`config.mk`:
```
export PLATFORM = sky130hd
export DESIGN_NAME = crc_serial_rx
export DESIGN_NICKNAME = d
export VERILOG_FILES = /design/src/rtl/crc_pkg.sv /design/src/rtl/crc_serial_lfsr.sv /design/src/rtl/crc_serial_rx.sv
export SDC_FILE = /design/constraint.sdc
export NUM_CORES = 1
export LEC_CHECK = 0
export BUFFER_PORTS_ARGS = -buffer_cell sky130_fd_sc_hd__buf_2
export CORE_UTILIZATION = 60
export DETAILED_ROUTE_END_ITERATION = 8
export GPL_TIMING_DRIVEN = 0
export HOLD_SLACK_MARGIN = 0.1
export PLACE_DENSITY = 0.84
export RECOVER_POWER = 100
export SYNTH_ARGS = -nofsm -noshare
export SYNTH_HDL_FRONTEND = slang
export SYNTH_SLANG_ARGS = --single-unit
export TNS_END_PERCENT = 30
```
`constraint.sdc`:
```
create_clock -name clk -period 4.4 [get_ports clk]
set_input_delay 1.1 -clock clk [delete_from_list [all_inputs] [get_ports clk]]
set_output_delay 1.1 -clock clk [all_outputs]
set_load 0.005 [all_outputs]
```
`src/rtl/crc_pkg.sv`:
```
// crc_pkg
// Shared definitions for the serial CRC link: default frame geometry,
// the generator polynomial and the receiver state encoding.
//   CRC_N   - data bits per frame
//   CRC_R   - generator width in bits (remainder is CRC_R-1 bits)
//   CRC_DIV - generator polynomial, MSB = x^(CRC_R-1), LSB must be 1
//   CRC_W   - codeword width, data followed by remainder
package crc_pkg;

    localparam int CRC_N = 16;
    localparam int CRC_R = 7;
    localparam logic [CRC_R-1:0] CRC_DIV = 7'b1111011;
    localparam int CRC_W = CRC_N + CRC_R - 1;

    typedef enum logic {
        RECV = 1'b0,
        HOLD = 1'b1
    } rxStateT;

endpackage

```
`src/rtl/crc_serial_lfsr.sv`:
```
// crc_serial_lfsr
// Bit-serial polynomial division register. Each enabled cycle shifts one
// codeword bit in (MSB first) and reduces by the generator, so after the
// whole codeword has passed, rem holds codeword mod generator.
// Ports:
//   clk   in   clock, rising edge
//   reset in   asynchronous active-low reset, clears rem
//   clr   in   synchronous clear, wins over en
//   en    in   shift din in this cycle
//   din   in   next codeword bit
//   rem   out  running remainder, R-1 bits
module crc_serial_lfsr
    import crc_pkg::*;
#(
    parameter int R = CRC_R,
    parameter logic [R-1:0] DIV = CRC_DIV
) (
    input  logic         clk,
    input  logic         reset,
    input  logic         clr,
    input  logic         en,
    input  logic         din,
    output logic [R-2:0] rem
);

    logic [R-2:0] remStep;

    // Subtract the generator whenever the bit leaving the top is set; the
    // x^(R-1) term of DIV cancels that bit, so only DIV[R-2:0] is applied.
    assign remStep = {rem[R-3:0], din} ^ (rem[R-2] ? DIV[R-2:0] : '0);

    always_ff @(posedge clk or negedge reset) begin
        if (!reset) begin
            rem <= '0;
        end else if (clr) begin
            rem <= '0;
        end else if (en) begin
            rem <= remStep;
        end
    end

endmodule

```
`src/rtl/crc_serial_rx.sv`:
```
// crc_serial_rx
// Bit-serial CRC receiver. Accepts one codeword bit per handshake, MSB
// first, divides on the fly and presents the recovered data word, the
// syndrome and an error flag on a held output until the consumer takes it.
// Ports:
//   clk        in   clock, rising edge
//   reset      in   asynchronous active-low reset
//   clear      in   synchronous frame abort, drops any partial/held frame
//   in_valid   in   in_bit valid this cycle
//   in_ready   out  receiver accepts a bit (RECV state)
//   in_bit     in   next codeword bit, MSB first
//   out_valid  out  completed frame held on outputs (HOLD state)
//   out_ready  in   consumer accepts the held frame
//   out_data   out  data part of the codeword, N bits
//   syndrome   out  codeword mod generator, R-1 bits
//   crc_error  out  syndrome is non-zero
//   err_count  out  saturating count of delivered erroneous frames
module crc_serial_rx
    import crc_pkg::*;
#(
    parameter int N = CRC_N,
    parameter int R = CRC_R,
    parameter logic [R-1:0] DIV = CRC_DIV
) (
    input  logic         clk,
    input  logic         reset,
    input  logic         clear,
    input  logic         in_valid,
    output logic         in_ready,
    input  logic         in_bit,
    output logic         out_valid,
    input  logic         out_ready,
    output logic [N-1:0] out_data,
    output logic [R-2:0] syndrome,
    output logic         crc_error,
    output logic [15:0]  err_count
);

    localparam int W  = N + R - 1;
    localparam int CW = $clog2(W);

    rxStateT      state, stateNext;
    logic [CW-1:0] bitCnt;
    logic [W-2:0]  shiftReg;
    logic [R-2:0]  rem;
    logic [R-2:0]  remFinal;
    logic [N-1:0]  dataReg;
    logic [R-2:0]  synReg;
    logic [15:0]   errCount;
    logic          accept;
    logic          lastBit;
    logic          outFire;

    // Decoded from the state register rather than in_ready to keep the
    // handshake free of a combinational loop through the FSM block.
    assign accept  = in_valid && (state == RECV);
    assign lastBit = accept && (bitCnt == CW'(W - 1));
    assign outFire = (state == HOLD) && out_ready;

    // The remainder register is cleared on the final bit, so the value it
    // would have taken is recomputed here to capture the syndrome.
    assign remFinal = {rem[R-3:0], in_bit} ^ (rem[R-2] ? DIV[R-2:0] : '0);

    crc_serial_lfsr #(
        .R   (R),
        .DIV (DIV)
    ) uLfsr (
        .clk   (clk),
        .reset (reset),
        .clr   (clear | lastBit),
        .en    (accept),
        .din   (in_bit),
        .rem   (rem)
    );

    always_ff @(posedge clk or negedge reset) begin
        if (!reset) begin
            state <= RECV;
        end else begin
            state <= stateNext;
        end
    end

    always_comb begin
        stateNext = state;
        in_ready  = 1'b0;
        out_valid = 1'b0;
        case (state)
            RECV: begin
                in_ready = 1'b1;
                if (lastBit) stateNext = HOLD;
            end
            HOLD: begin
                out_valid = 1'b1;
                if (out_ready) stateNext = RECV;
            end
            default: stateNext = RECV;
        endcase
        if (clear) stateNext = RECV;
    end

    always_ff @(posedge clk or negedge reset) begin
        if (!reset) begin
            bitCnt   <= '0;
            shiftReg <= '0;
            dataReg  <= '0;
            synReg   <= '0;
            errCount <= '0;
        end else if (clear) begin
            bitCnt   <= '0;
            shiftReg <= '0;
        end else begin
            if (accept) begin
                if (lastBit) begin
                    // shiftReg[k] holds codeword bit k+1, so the data field
                    // [W-1:R-1] sits at [W-2:R-2]; the last bit is CRC only.
                    bitCnt   <= '0;
                    shiftReg <= '0;
                    dataReg  <= shiftReg[W-2:R-2];
                    synReg   <= remFinal;
                end else begin
                    bitCnt   <= bitCnt + 1'b1;
                    shiftReg <= {shiftReg[W-3:0], in_bit};
                end
            end
            if (outFire && crc_error && (errCount != 16'hFFFF)) begin
                errCount <= errCount + 16'd1;
            end
        end
    end

    assign out_data  = dataReg;
    assign syndrome  = synReg;
    assign crc_error = |synReg;
    assign err_count = errCount;

endmodule

```
==> metrics.md <==
| Metric | Value |
|---|---|
| Die outline area | `5170 um^2` |
| CP Class | `in -> reg` |
| Post-synthesis simple-gate area fraction | `12.4%` |
| Buffer type at the clock tree root | `sky130_fd_sc_hd__clkbuf_8` |
| Fraction of registers with async set or reset after synthesis | `100%` |
| Via count | `1964` |
| Final clock skew | `0.00786 ns` |
| Total Wirelength | `~5.3 mm` |
| Std-Cell Core Area | `4720 um^2` |
| Flop-to-flop setup slack | `1.79 ns` |
| CP Buf/Inv Count | `2` |
| Die Height | `71.9 um` |
| Leading register cell type out of synthesis | `sky130_fd_sc_hd__dfrtp_1` |
| Clock transition at the registers of the reported paths | `0.07 ns` |
| Global-route wire length before repair | `roughly 9 mm` |
| Number of flops mapped to enable cells by yosys | `0` |
| Area contributors post-synth | `sky130_fd_sc_hd__dfrtp_1 61%, sky130_fd_sc_hd__mux2_2 6.9%, sky130_fd_sc_hd__a22o_1 6.6%, sky130_fd_sc_hd__xor2_1 3.6%, sky130_fd_sc_hd__xnor2_1 3.3%` |
| Detailed placement HPWL | `roughly 3.6 mm` |
| Violation count after the first detailed-routing iteration | `roughly 140` |
| Switching Power | `0.249 mW` |
| Post-CTS Setup Inserts | `0` |
| I/O pin count | `47` |
| Total power draw | `1.14 mW` |
| Setup-violating endpoint count in the final report | `0` |
| Critical-path cell list | `clkbuf_1, and2b_2, nand2_1, nor2_1, clkbuf_1, mux2_2` |
| Post-layout min period | `2.76 ns` |
| Sum of negative setup slack | `0 ns` |
| Most common cell after layout, fill and taps aside | `sky130_fd_sc_hd__dfrtp_1` |
| Critical path startpoint | `in_valid` |
| Period utilisation layout | `62.6%` |
| Number of nets in the final layout | `298` |
| Count of clock tree sinks | `just over 70` |
| Actual transition at the worst max-transition pin | `1.69 ns` |
| Total congestion overflow after global routing | `0` |
| Maximum number of pins on one net before global-route repair | `72` |
| Number of port buffers | `45` |
| X dimension of the die | `around 70 um` |
| Max-cap viol count | `1` |
| Worst-case headroom to the max-slew limit | `-12.4%` |
| Number of cells produced by synthesis | `233` |
| Final cell utilization of the core | `71.0%` |
| First drt pass iteration count | `6` |
| Fraction of the mapped netlist area in adder cells | `~1.3%` |
| Part of the Yosys area used for sequential elements | `60.6%` |
| Largest fanout on the critical path | `10` |
| RSZ-0062 raised after global routing | `no` |
| Share of the synthesized netlist area taken by xor and xnor gates | `~7%` |
| GRT Total Usage | `a little under a quarter` |
| Slowest cell on the critical path | `sky130_fd_sc_hd__nor2_1` |
| Number of buffers added by the clock tree synthesis step | `9` |
| Final Hold Vio Count | `0` |
| Worst reg2reg path startpoint | `bitCnt[1]` |
| Via density per instance | `around 5.5` |
| Static Leakage | `between 1.5 and 2 nW` |
| Number of synthesized register bits | `71` |
| Kind of launch point of the worst setup path | `input port` |
| Maximum vdd ir drop | `225 uV` |
| Fraction of layout cells with a size suffix above 1 | `23.3%` |
| Placement Rows | `25` |
| Fill cells | `335` |
| Diode insertion count for antenna repair | `0` |
| Total area of sequential cells | `1780 um^2` |
| Area delta synth->final | `14.4%` |
| Post-CTS Resized | `0` |
| Hold crit path type | `reg -> reg` |
| Buffer levels on the longest clock path | `2` |
| Multiplexer area fraction after synthesis | `6.91%` |
| Area of the multi-input gates | `1070 um^2` |
| Highest-count cells in the layout ignoring fill and taps | `71 x sky130_fd_sc_hd__dfrtp_1, 34 x sky130_fd_sc_hd__buf_2, 22 x sky130_fd_sc_hd__a22o_1, 20 x sky130_fd_sc_hd__clkbuf_1, 19 x sky130_fd_sc_hd__nand2_1` |
| Sequential cell fraction of total power | `57.8%` |
| CP top delay family | `simple AND/OR/NAND/NOR gates` |
| Initial core utilization | `between 60% and 70%` |
| Outcome | `finished with violations` |
| Syn nets | `242` |
| CTS tree | `yes` |
| Clock latency reported for the late side of the worst-skew pair | `approximately 0.34 ns` |
| CP required | `4.63 ns` |
| CP Data Arrival Time | `2.98 ns` |
| Global placer's final weighted congestion | `0.789` |
| Antenna violations before repair | `0` |
| Post-Syn Area | `around 2900 um^2` |
| Violations in the final reports | `capacitance limit, slew limit` |
| Hold Startpoint | `err_count[8]` |
| Combinational family with the most area after synthesis | `simple AND/OR/NAND/NOR gates` |
| Number of global-route vias before repair | `1914` |
| Worst setup EP type | `flop` |
| Endpoint of the most critical register-to-register path | `out_data[10]` |
| Post-detailed-route wirelength per cell | `14.7 um` |
| Pins over their slew limit | `between 70 and 80` |
| Count of cells along the worst register-to-register path | `7` |
| Post-synth top area cell | `sky130_fd_sc_hd__dfrtp_1` |
| Switching part of the total power | `21.8%` |
| Post-synthesis cell type count | `37` |
| Number of antenna-violating nets in the routed design | `0` |
| Cell area after layout | `3350 um^2` |
| Mean Syn Cell Area | `between 10 and 15 um^2` |
| Hold endpoint | `err_count[8]` |
| CTS Hold Buffers Added | `0` |
| Max Freq | `363 MHz` |
| Number of synthesis warnings | `0` |
| Area after DPL | `about 3200 um^2` |
| Synth Area in Compound Gates | `10.1%` |
| Part of the total power dissipated in combinational logic | `3.1%` |
| Internal Pwr Total | `0.893 mW` |
| Share of total power in the clock network | `a little under 40%` |
| Worst hold path stage count | `1` |
| CTS H-Tree Depth | `3` |
| Top-area cell type share of the netlist area | `60.6%` |
| Top cell by count, worst path | `sky130_fd_sc_hd__clkbuf_1` |
| Remaining DRCs | `0` |
| Max incr delay on CP | `0.65 ns` |
| Power density over the cells | `341 nW/um^2` |
-- per-layer routing --
| metal | GRT usage [%] | up-vias | routed length, um |
|---|---|---|---|
| li1 | - | 942 | - |
| met1 | 31.6 | 978 | 2480 |
| met2 | 35.0 | 34 | 2540 |
| met3 | 4.58 | 10 | 161 |
| met4 | 13.7 | 0 | 104 |
| met5 | 0 | - | 0 |
-- how the worst max path moves through the flow --
stage                          to  slack (ns)  cells after the start
global placement     out_data[13]        1.90                      1
global route          out_data[4]        1.49                      6
finish               out_data[10]        1.64                      6
CTS                     crc_error        1.62                      3
floorplan           err_count[12]        2.20                      5
detailed placement   out_data[10]        1.92                      6
-- Yosys cell counts (5+ instances only) --
master	n
sky130_fd_sc_hd__nand2_1	19
sky130_fd_sc_hd__xor2_1	12
sky130_fd_sc_hd__o21ai_0	6
sky130_fd_sc_hd__dfrtp_1	71
sky130_fd_sc_hd__nand3_1	6
sky130_fd_sc_hd__a21oi_1	7
sky130_fd_sc_hd__buf_2	5
sky130_fd_sc_hd__nor2_1	14
sky130_fd_sc_hd__a22o_1	22
sky130_fd_sc_hd__mux2_2	18
sky130_fd_sc_hd__xnor2_1	11
-- cell families (layout without fill, tap and decap cells) --
| family | count (synthesis) | in the layout |
|---|---|---|
| flip-flops | 71 | 71 |
| XOR/XNOR | 23 | 23 |
| multiplexers | 18 | 18 |
| AO/OA/AOI/OAI | 39 | 39 |
| buffers and inverters | 12 | 71 |
| AND/OR/NAND/NOR | 67 | 67 |
| adder cells (fa/ha/maj) | 3 | 3 |
-- sequential cells by signal (all words and copies together) (netlist names) --
register	cells
shiftReg	21
err_count	16
out_data	16
syndrome	6
uLfsr.rem	6
bitCnt	5
state	1
-- final cells by class --
| type | count | share of cell area, % |
|---|---|---|
| sequential | 71 | 53.0 |
| multi-input combinational | 150 | 32.0 |
| timing repair buffer | 45 | 6.34 |
| clock buffer | 13 | 4.74 |
| tap | 67 | 2.50 |
| buffer | 9 | 1.01 |
| inverter | 3 | 0.336 |
| clock inverter | 1 | 0.149 |
-- power groups by stage --
stage               Clock, mW  Combinational [mW]  Sequential (mW)
floorplan                   0              0.0177            0.671
global placement            0              0.0365            0.672
detailed placement          0              0.0376            0.672
CTS                     0.457              0.0378            0.660
global route            0.479              0.0411            0.660
finish                  0.447              0.0352            0.660
-- per-stage QoR --
step | worst slack [ns] | hold WS (ns) | std cells
2_1_floorplan | 2.20 | 0.460 | 233
3_3_place_gp | 1.90 | 0.473 | 345
3_5_place_dp | 1.92 | 0.485 | 345
4_1_cts | 1.62 | 0.498 | 359
5_1_grt | 1.49 | 0.520 | 359
6_report | 1.64 | 0.496 | 359
No activity file was read; power rests on OpenSTA's default activity.
